$ cat config.mk
export PLATFORM = sky130hd
export DESIGN_NAME = fnd_scan_mux
export DESIGN_NICKNAME = d
export VERILOG_FILES = /design/src/rtl/fnd_scan_mux.sv
export SDC_FILE = /design/constraint.sdc
export NUM_CORES = 1
export LEC_CHECK = 0
export CAP_MARGIN = 10
export CELL_PAD_IN_SITES_DETAIL_PLACEMENT = 0
export CELL_PAD_IN_SITES_GLOBAL_PLACEMENT = 1
export CORE_ASPECT_RATIO = 0.9
export CORE_MARGIN = 2
export CORE_UTILIZATION = 45
export CTS_BUF_LIST = sky130_fd_sc_hd__clkbuf_4
export CTS_CLUSTER_DIAMETER = 200
export DETAILED_ROUTE_END_ITERATION = 8
export HOLD_SLACK_MARGIN = 0.02
export PLACE_DENSITY_LB_ADDON = 0.1
export RECOVER_POWER = 50
export SLEW_MARGIN = 20
export SYNTH_ARGS = -nofsm -noshare
export SYNTH_HDL_FRONTEND = slang
export SYNTH_SLANG_ARGS = --single-unit
export TNS_END_PERCENT = 30
$ cat constraint.sdc
create_clock -name CLK -period 2.8 [get_ports CLK]
set_input_delay 0.28 -clock CLK [delete_from_list [all_inputs] [get_ports CLK]]
set_output_delay 0.28 -clock CLK [all_outputs]
set_load 0.005 [all_outputs]
$ cat src/rtl/fnd_scan_mux.sv
// Time-multiplexes four FND digit codes onto one shared segment bus with dark gaps between slots.
// Define FND_LZB_EN to blank leading zero digits (code 8'hBF) in the thousands, hundreds and tens slots.
module fnd_scan_mux #(
    parameter int SCAN_DIV = 50000,
    parameter int DEAD_CYC = 16
) (
    input  logic       CLK,
    input  logic       RST,
    input  logic [7:0] seg1,
    input  logic [7:0] seg10,
    input  logic [7:0] seg100,
    input  logic [7:0] seg1000,
    output logic [7:0] seg_out,
    output logic [3:0] dig_n,
    output logic       frame_tick
);

    localparam int CNT_MAX = (SCAN_DIV > DEAD_CYC) ? SCAN_DIV : DEAD_CYC;
    localparam int CW      = $clog2(CNT_MAX);
    localparam logic [CW-1:0] ON_LAST   = CW'(SCAN_DIV - 1);
    localparam logic [CW-1:0] DEAD_LAST = CW'(DEAD_CYC - 1);
    localparam logic [7:0]    ZERO_CODE = 8'hBF;

    typedef enum logic {ON, DEAD} state_t;

    state_t        state;
    logic [1:0]    idx;
    logic [1:0]    nxt_idx;
    logic [CW-1:0] cnt;
    logic [7:0]    snap [4];
    logic [7:0]    entry_seg;
    logic          entry_blank;
`ifdef FND_LZB_EN
    logic [3:0]    blank;
`endif

    assign nxt_idx = idx + 2'd1;

    // The ones slot shows the live input because its capture happens on the same edge.
    always_comb begin
        entry_seg   = (nxt_idx == 2'd0) ? seg1 : snap[nxt_idx];
        entry_blank = 1'b0;
`ifdef FND_LZB_EN
        entry_blank = blank[nxt_idx];
`endif
    end

    always_ff @(posedge CLK or negedge RST) begin
        if (!RST) begin
            state      <= DEAD;
            idx        <= 2'd3;
            cnt        <= '0;
            for (int i = 0; i < 4; i++) begin
                snap[i] <= 8'h00;
            end
`ifdef FND_LZB_EN
            blank      <= 4'b0000;
`endif
            seg_out    <= 8'h00;
            dig_n      <= 4'hF;
            frame_tick <= 1'b0;
        end else begin
            frame_tick <= 1'b0;
            case (state)
                DEAD: begin
                    if (cnt == DEAD_LAST) begin
                        state <= ON;
                        idx   <= nxt_idx;
                        cnt   <= '0;
                        if (nxt_idx == 2'd0) begin
                            snap[0]    <= seg1;
                            snap[1]    <= seg10;
                            snap[2]    <= seg100;
                            snap[3]    <= seg1000;
                            frame_tick <= 1'b1;
`ifdef FND_LZB_EN
                            // A digit is blanked only if it and every higher digit are zero.
                            blank[0] <= 1'b0;
                            blank[1] <= (seg1000 == ZERO_CODE) && (seg100 == ZERO_CODE) &&
                                        (seg10 == ZERO_CODE);
                            blank[2] <= (seg1000 == ZERO_CODE) && (seg100 == ZERO_CODE);
                            blank[3] <= (seg1000 == ZERO_CODE);
`endif
                        end
                        if (entry_blank) begin
                            dig_n   <= 4'hF;
                            seg_out <= 8'h00;
                        end else begin
                            dig_n   <= ~(4'b0001 << nxt_idx);
                            seg_out <= entry_seg;
                        end
                    end else begin
                        cnt <= cnt + 1'b1;
                    end
                end
                ON: begin
                    if (cnt == ON_LAST) begin
                        state   <= DEAD;
                        cnt     <= '0;
                        dig_n   <= 4'hF;
                        seg_out <= 8'h00;
                    end else begin
                        cnt <= cnt + 1'b1;
                    end
                end
                default: begin
                    state   <= DEAD;
                    cnt     <= '0;
                    dig_n   <= 4'hF;
                    seg_out <= 8'h00;
                end
            endcase
        end
    end

endmodule

### Yosys cells after proc, flatten, opt, wreduce, memory -nomap -nowiden

Cells that the tools add are included.

* flip-flop bits (word level): 64
* RAM bits: 0
* output and inout bits: 13
* input bits: 34
* memories kept: 0
* word-level logic and storage cells: 44
* bits in latches: 0
* memory bits (read-only): 0

* add/sub/neg operators: 2
* shifts and indexed selects: 1
* equality and inequality tests: 4
* bitwise gates (word level): 3
* multiply operators: 0
* $lt $le $gt $ge: 1
* div/mod/pow operators: 0
* reductions and logical operators: 4
* multiplexer cells: 19

Operators by type and width (count)
* $mux W8: 5
* $mux W16: 2
* $pmux W16 S2: 1
* $add A16 B1 Y16 const B: 1
* $bmux W8 S2: 1
* $eq A16 B16 Y1 const B: 1
* $eq A16 B4 Y1 const B: 1
* $pmux W8 S2: 1
* $mux W4: 2
* $pmux W4 S2: 1
* $mux W1: 5
* $not A4 Y4: 1
* $reduce_and A2 Y1: 2
* $shl A1 B2 Y4 const A: 1
* $ge A3 B3 Y1 const B: 1
* $not A2 Y3: 1
* $reduce_and A3 Y1: 1
* $add A2 B1 Y2 const B: 1
* $logic_not A2 Y1: 1
* $ne A2 B1 Y1 const B: 1
* $ne A2 B2 Y1 const B: 1
* $pmux W1 S2: 1
* $not A1 Y1: 1

### Logic depth before layout (Yosys ltp)

* depth in word-level cells: 8
* gate-level depth with buffers: 9
* mapped depth without buffers: 6

### Worst setup path after synthesis

No wires, ideal clock.

* kind: reg-to-reg
* start: register idx[0]
* end: register seg_out[1]
* data required time: 2678 ps
* stages on the path, launching flop included: 9
* setup slack: 497 ps
* clock period less this slack: 2303 ps
* arrival: 2182 ps
* buffers on the path: 2
* path through: dfstp_2 -> buf_2 -> buf_2 -> inv_1 -> ha_1 -> nor2b_1 -> a2111oi_0 -> a31oi_1 -> a32o_1

* longest elaborated chain between the ends: 8

RTL lines
* start: declaration: line 27 `logic [1:0] idx;`
* start signal: assignment: line 68 `idx <= nxt_idx;`
* $add A2 B1 Y2 *: line 37 `assign nxt_idx = idx + 2'd1;`
* named net nxt_idx[0]: line 28 `logic [1:0] nxt_idx;`
* $not A2 Y3 (not written as such): line 41 `entry_seg = (nxt_idx == 2'd0) ? seg1 : snap[nxt_idx];`
* $bmux W8 S2: line 41
* $mux W8 (not written as such) (2 in a row): line 41
* $mux W8 *: line 41
* $mux W8 *: line 66 `if (cnt == DEAD_LAST) begin`
* $pmux W8 S2 *: line 64 `case (state)`
* end signal: assignment: line 90 `seg_out <= entry_seg;`
* end: declaration: line 13 `output logic [7:0] seg_out,`

Mark *: on every way through the listed nets, which the timed path passes. The rest lies on a longest branch. The select of a mux whose other input is x is not followed.
A chain may end at the register's enable or synchronous reset.

### Worst setup path in the final report

* start: register cnt[12]
* end: register snap[9] in the netlist's numbering

* longest elaborated chain between the ends: 2

RTL lines
* start: declaration: line 29 `logic [CW-1:0] cnt;`
* start signal: assignment: line 93 `cnt <= cnt + 1'b1;`
* start signal: assignment: line 103 `cnt <= cnt + 1'b1;`
* $eq A16 B4 Y1: line 66
* $reduce_and A3 Y1 (no line)
* end: declaration: line 30 `logic [7:0] snap [4];`

Every way passes these cells.

==> summary.md <==
| Metric | Value |
|---|---|
| Layout cell share with drive strength beyond 1 | `0.211` |
| Post-Syn Nets | `267` |
| Startpoint types | `flop` |
| TNS Setup | `0 ns` |
| First-pass GRT wire length | `10500 um` |
| Router iterations before antenna repair | `4` |
| Total gr overflow | `0` |
| DPL Wire Length | `4140 um` |
| Worst clock skew | `0.0193 ns` |
| Max_cap viols | `1` |
| Core ar. | `0.00652 mm^2` |
| CP arrival | `2.62 ns` |
| Yosys Warn Count | `0` |
| Failing checks | `max-capacitance violations, max-slew violations` |
| Hold endpoint | `snap[4]$_DFFE_PN0P_` |
| Die Y | `81.7 um` |
| 1st-iter DRT viols | `95` |
| Clk_lat worst skew | `0.40 ns` |
| Outcome | `finished with violations` |
| Reg2reg path depth | `4` |
| Count of distinct cell types in the synthesized netlist | `37` |
| Largest net degree at the start of global routing | `37` |
| Buffers & Inverters on Critical Path | `0` |
| Hold Fails Final Rpt | `0` |
| Ant diodes | `0` |
| Final period utilization | `0.840` |
| GRT Util Overall | `0.187` |
| Clock Sinks | `64` |
| Share of the synthesized area in the top cell type | `0.473` |
| DRT Wirelength | `6120 um` |
| Vias per inst | `5.22` |
| # IOs | `47` |
| Synth area leaders | `dfrtp_1 47%, mux2_4 14%, dfstp_2 6.1%, mux2i_1 5.0%, xnor2_1 2.9%` |
| Hold Path Depth | `2` |
| Maximum clock insertion buffer count | `2` |
| Leak | `~1.6 nW` |
| Top_reg_cell synth | `dfrtp_1` |
| Starting density of the core | `0.463` |
| Post-synth EDFFs | `0` |
| Clock slew at reported path FFs | `0.11 ns` |
| Initial antenna violation count | `0` |
| Syn avg cell area | `~13 um^2` |
| Reg2reg setup slack | `0.45 ns` |
| H-tree depth | `3` |
| Worst Max-Slew Pin Slew | `1.64 ns` |
| Nets | `318` |
| Register area share after synthesis | `0.534` |
| Final min period | `2.35 ns` |
| # rows | `28` |
| Port Buffers | `46` |
| Area Growth Syn to Fin | `21.7%` |
| Synth Instances | `228` |
| Total CTS buffers | `9` |
| Reg2reg start | `cnt[12]$_DFF_PN0_` |
| Reg2Reg Capture Point | `snap[9]$_DFFE_PN0P_` |
| Post-cts sizing count | `0` |
| Top-count cell post-synth | `dfrtp_1` |
| Post-Syn Area | `0.00302 mm^2` |
| Critical Path RT | `3.07 ns` |
| CP max FO | `33` |
| HP Start | `seg1000[4]` |
| Gp weighted congestion | `0.720` |
| Unrepaired setup endpoints after global routing | `no` |
| Wire per inst | `16.4 um` |
| CP peak stage delay | `0.53 ns` |
| Slowest CP cell | `nand3_4` |
| Final setup fails | `0` |
| CTS tree | `built` |
| Crit path from | `cnt[12]$_DFF_PN0_` |
| CP endpoint kind | `flop` |
| Ys async rst share | `1.00` |
| Commonest cells post-synth | `57 x dfrtp_1, 29 x mux2_4, 15 x mux2i_1` |
| CP cell instances | `nor3_1, and3_1, nand3_4, mux2_4` |
| Max Slew Vio Count | `29` |
| Yosys reg bits | `64` |
| Vias in the first global route | `2015` |
| Vias | `roughly 2000` |
| Clk root buf | `clkbuf_4` |
| Yosys top cell by area | `dfrtp_1` |
| Maximum clock frequency | `0.425 GHz` |
| Maximum vdd drop | `0.309 mV` |
| Final hold slack | `0.486 ns` |
| Worst hold path type | `primary input to flop` |
| Die ar. | `approximately 0.0074 mm^2` |
| Cell family with most CP delay | `simple AND/OR/NAND/NOR gates` |
| Critical path class | `flop to flop` |
| Post-route ant nets | `0` |
| Relative slew slack | `-0.0903` |
| DIE WIDTH | `90.3 um` |
| PD cells | `~440 mW/mm^2` |
| Remaining DRCs | `0` |
## worst register-to-register path, cell delays in order (launching register included)
cell and delay [ns]:
dfrtp_1 0.45, nor3_1 0.40, and3_1 0.37, nand3_4 0.53, mux2_4 0.49
## layout make-up
class	instances	area (um^2)
Sequential cell	64	1610
Inverter	5	18.8
Multi-Input combinational cell	150	1320
Tap cell	90	113
Timing Repair Buffer	49	492
Clock buffer	14	105
Fill cell	586	2850
Clock inverter	2	10.0
## state kept, by name, summed over array words and instances (netlist names)
name        count
state           1
idx             2
frame_tick      1
dig_n           4
seg_out         8
snap           32
cnt            16
## stage by stage
| stage | power, mW | util | worst slack (ns) | area, um^2 | instances |
|---|---|---|---|---|---|
| 5_1_grt | 1.70 | 0.563 | 0.301 | 3670 | 374 |
| 3_3_place_gp | 1.10 | 0.544 | 0.491 | 3550 | 357 |
| 3_5_place_dp | 1.10 | 0.544 | 0.469 | 3550 | 357 |
| 4_1_cts | 1.65 | 0.564 | 0.436 | 3670 | 374 |
| 2_1_floorplan | 1.02 | - | 0.497 | 3020 | 228 |
| 6_report | 1.61 | 0.563 | 0.447 | 3670 | 374 |
## cell usage in the layout, fill, tap and decap left out, drive strengths merged, types with 10 or more instances in the layout
cell type,netlist,routed
mux2i,15,15
nand3,10,10
clkbuf,1,15
dfrtp,57,57
o21ai,10,10
xnor2,10,10
nor2,13,13
mux2,32,32
clkdlybuf4s50,0,44
## timing repair
| action | CTS | global route |
|---|---|---|
| buffers inserted | 0 | 0 |
| hold buffers | 1 | 0 |
| setup endpoints to repair | 0 | 0 |
| endpoints found under the hold margin | 22 | 0 |
## kinds of logic (layout without fill, tap and decap cells)
kind of cell | after synthesis | in the layout | synth area share
flops | 64 | 64 | 0.534
simple gates | 50 | 50 | 0.0900
mux | 47 | 47 | 0.205
compound gates | 33 | 33 | 0.0788
xor+xnor | 15 | 15 | 0.0435
buf+inv | 14 | 70 | 0.0278
fa+ha+maj | 5 | 5 | 0.0207
## power breakdown
part / internal [mW] / total (mW) / switching, mW
Clock: 0.231 / 0.533 / 0.302
Sequential: 0.948 / 0.961 / 0.0137
Combinational: 0.0796 / 0.119 / 0.0397
## worst max-delay path by stage
stage                     cells after the start  slack [ns]                      to
after floorplan                               8        0.50  seg_out[1]$_DFFE_PN0P_
after global placement                        4        0.49    snap[23]$_DFFE_PN0P_
after detailed placement                      4        0.47    snap[11]$_DFFE_PN0P_
after CTS                                     5        0.44     snap[9]$_DFFE_PN0P_
after global routing                          5        0.30    snap[22]$_DFFE_PN0P_
final                                         4        0.45     snap[9]$_DFFE_PN0P_
## per-layer routing
metal / global-route usage / up-vias / routed length, um
li1: - / 931 / -
met5: 0 / - / 0
met2: 0.270 / 54 / 2600
met1: 0.269 / 962 / 3120
met3: 0.0606 / 6 / 339
met4: 0.0554 / 0 / 63
No activity file was read; power rests on OpenSTA's default activity.
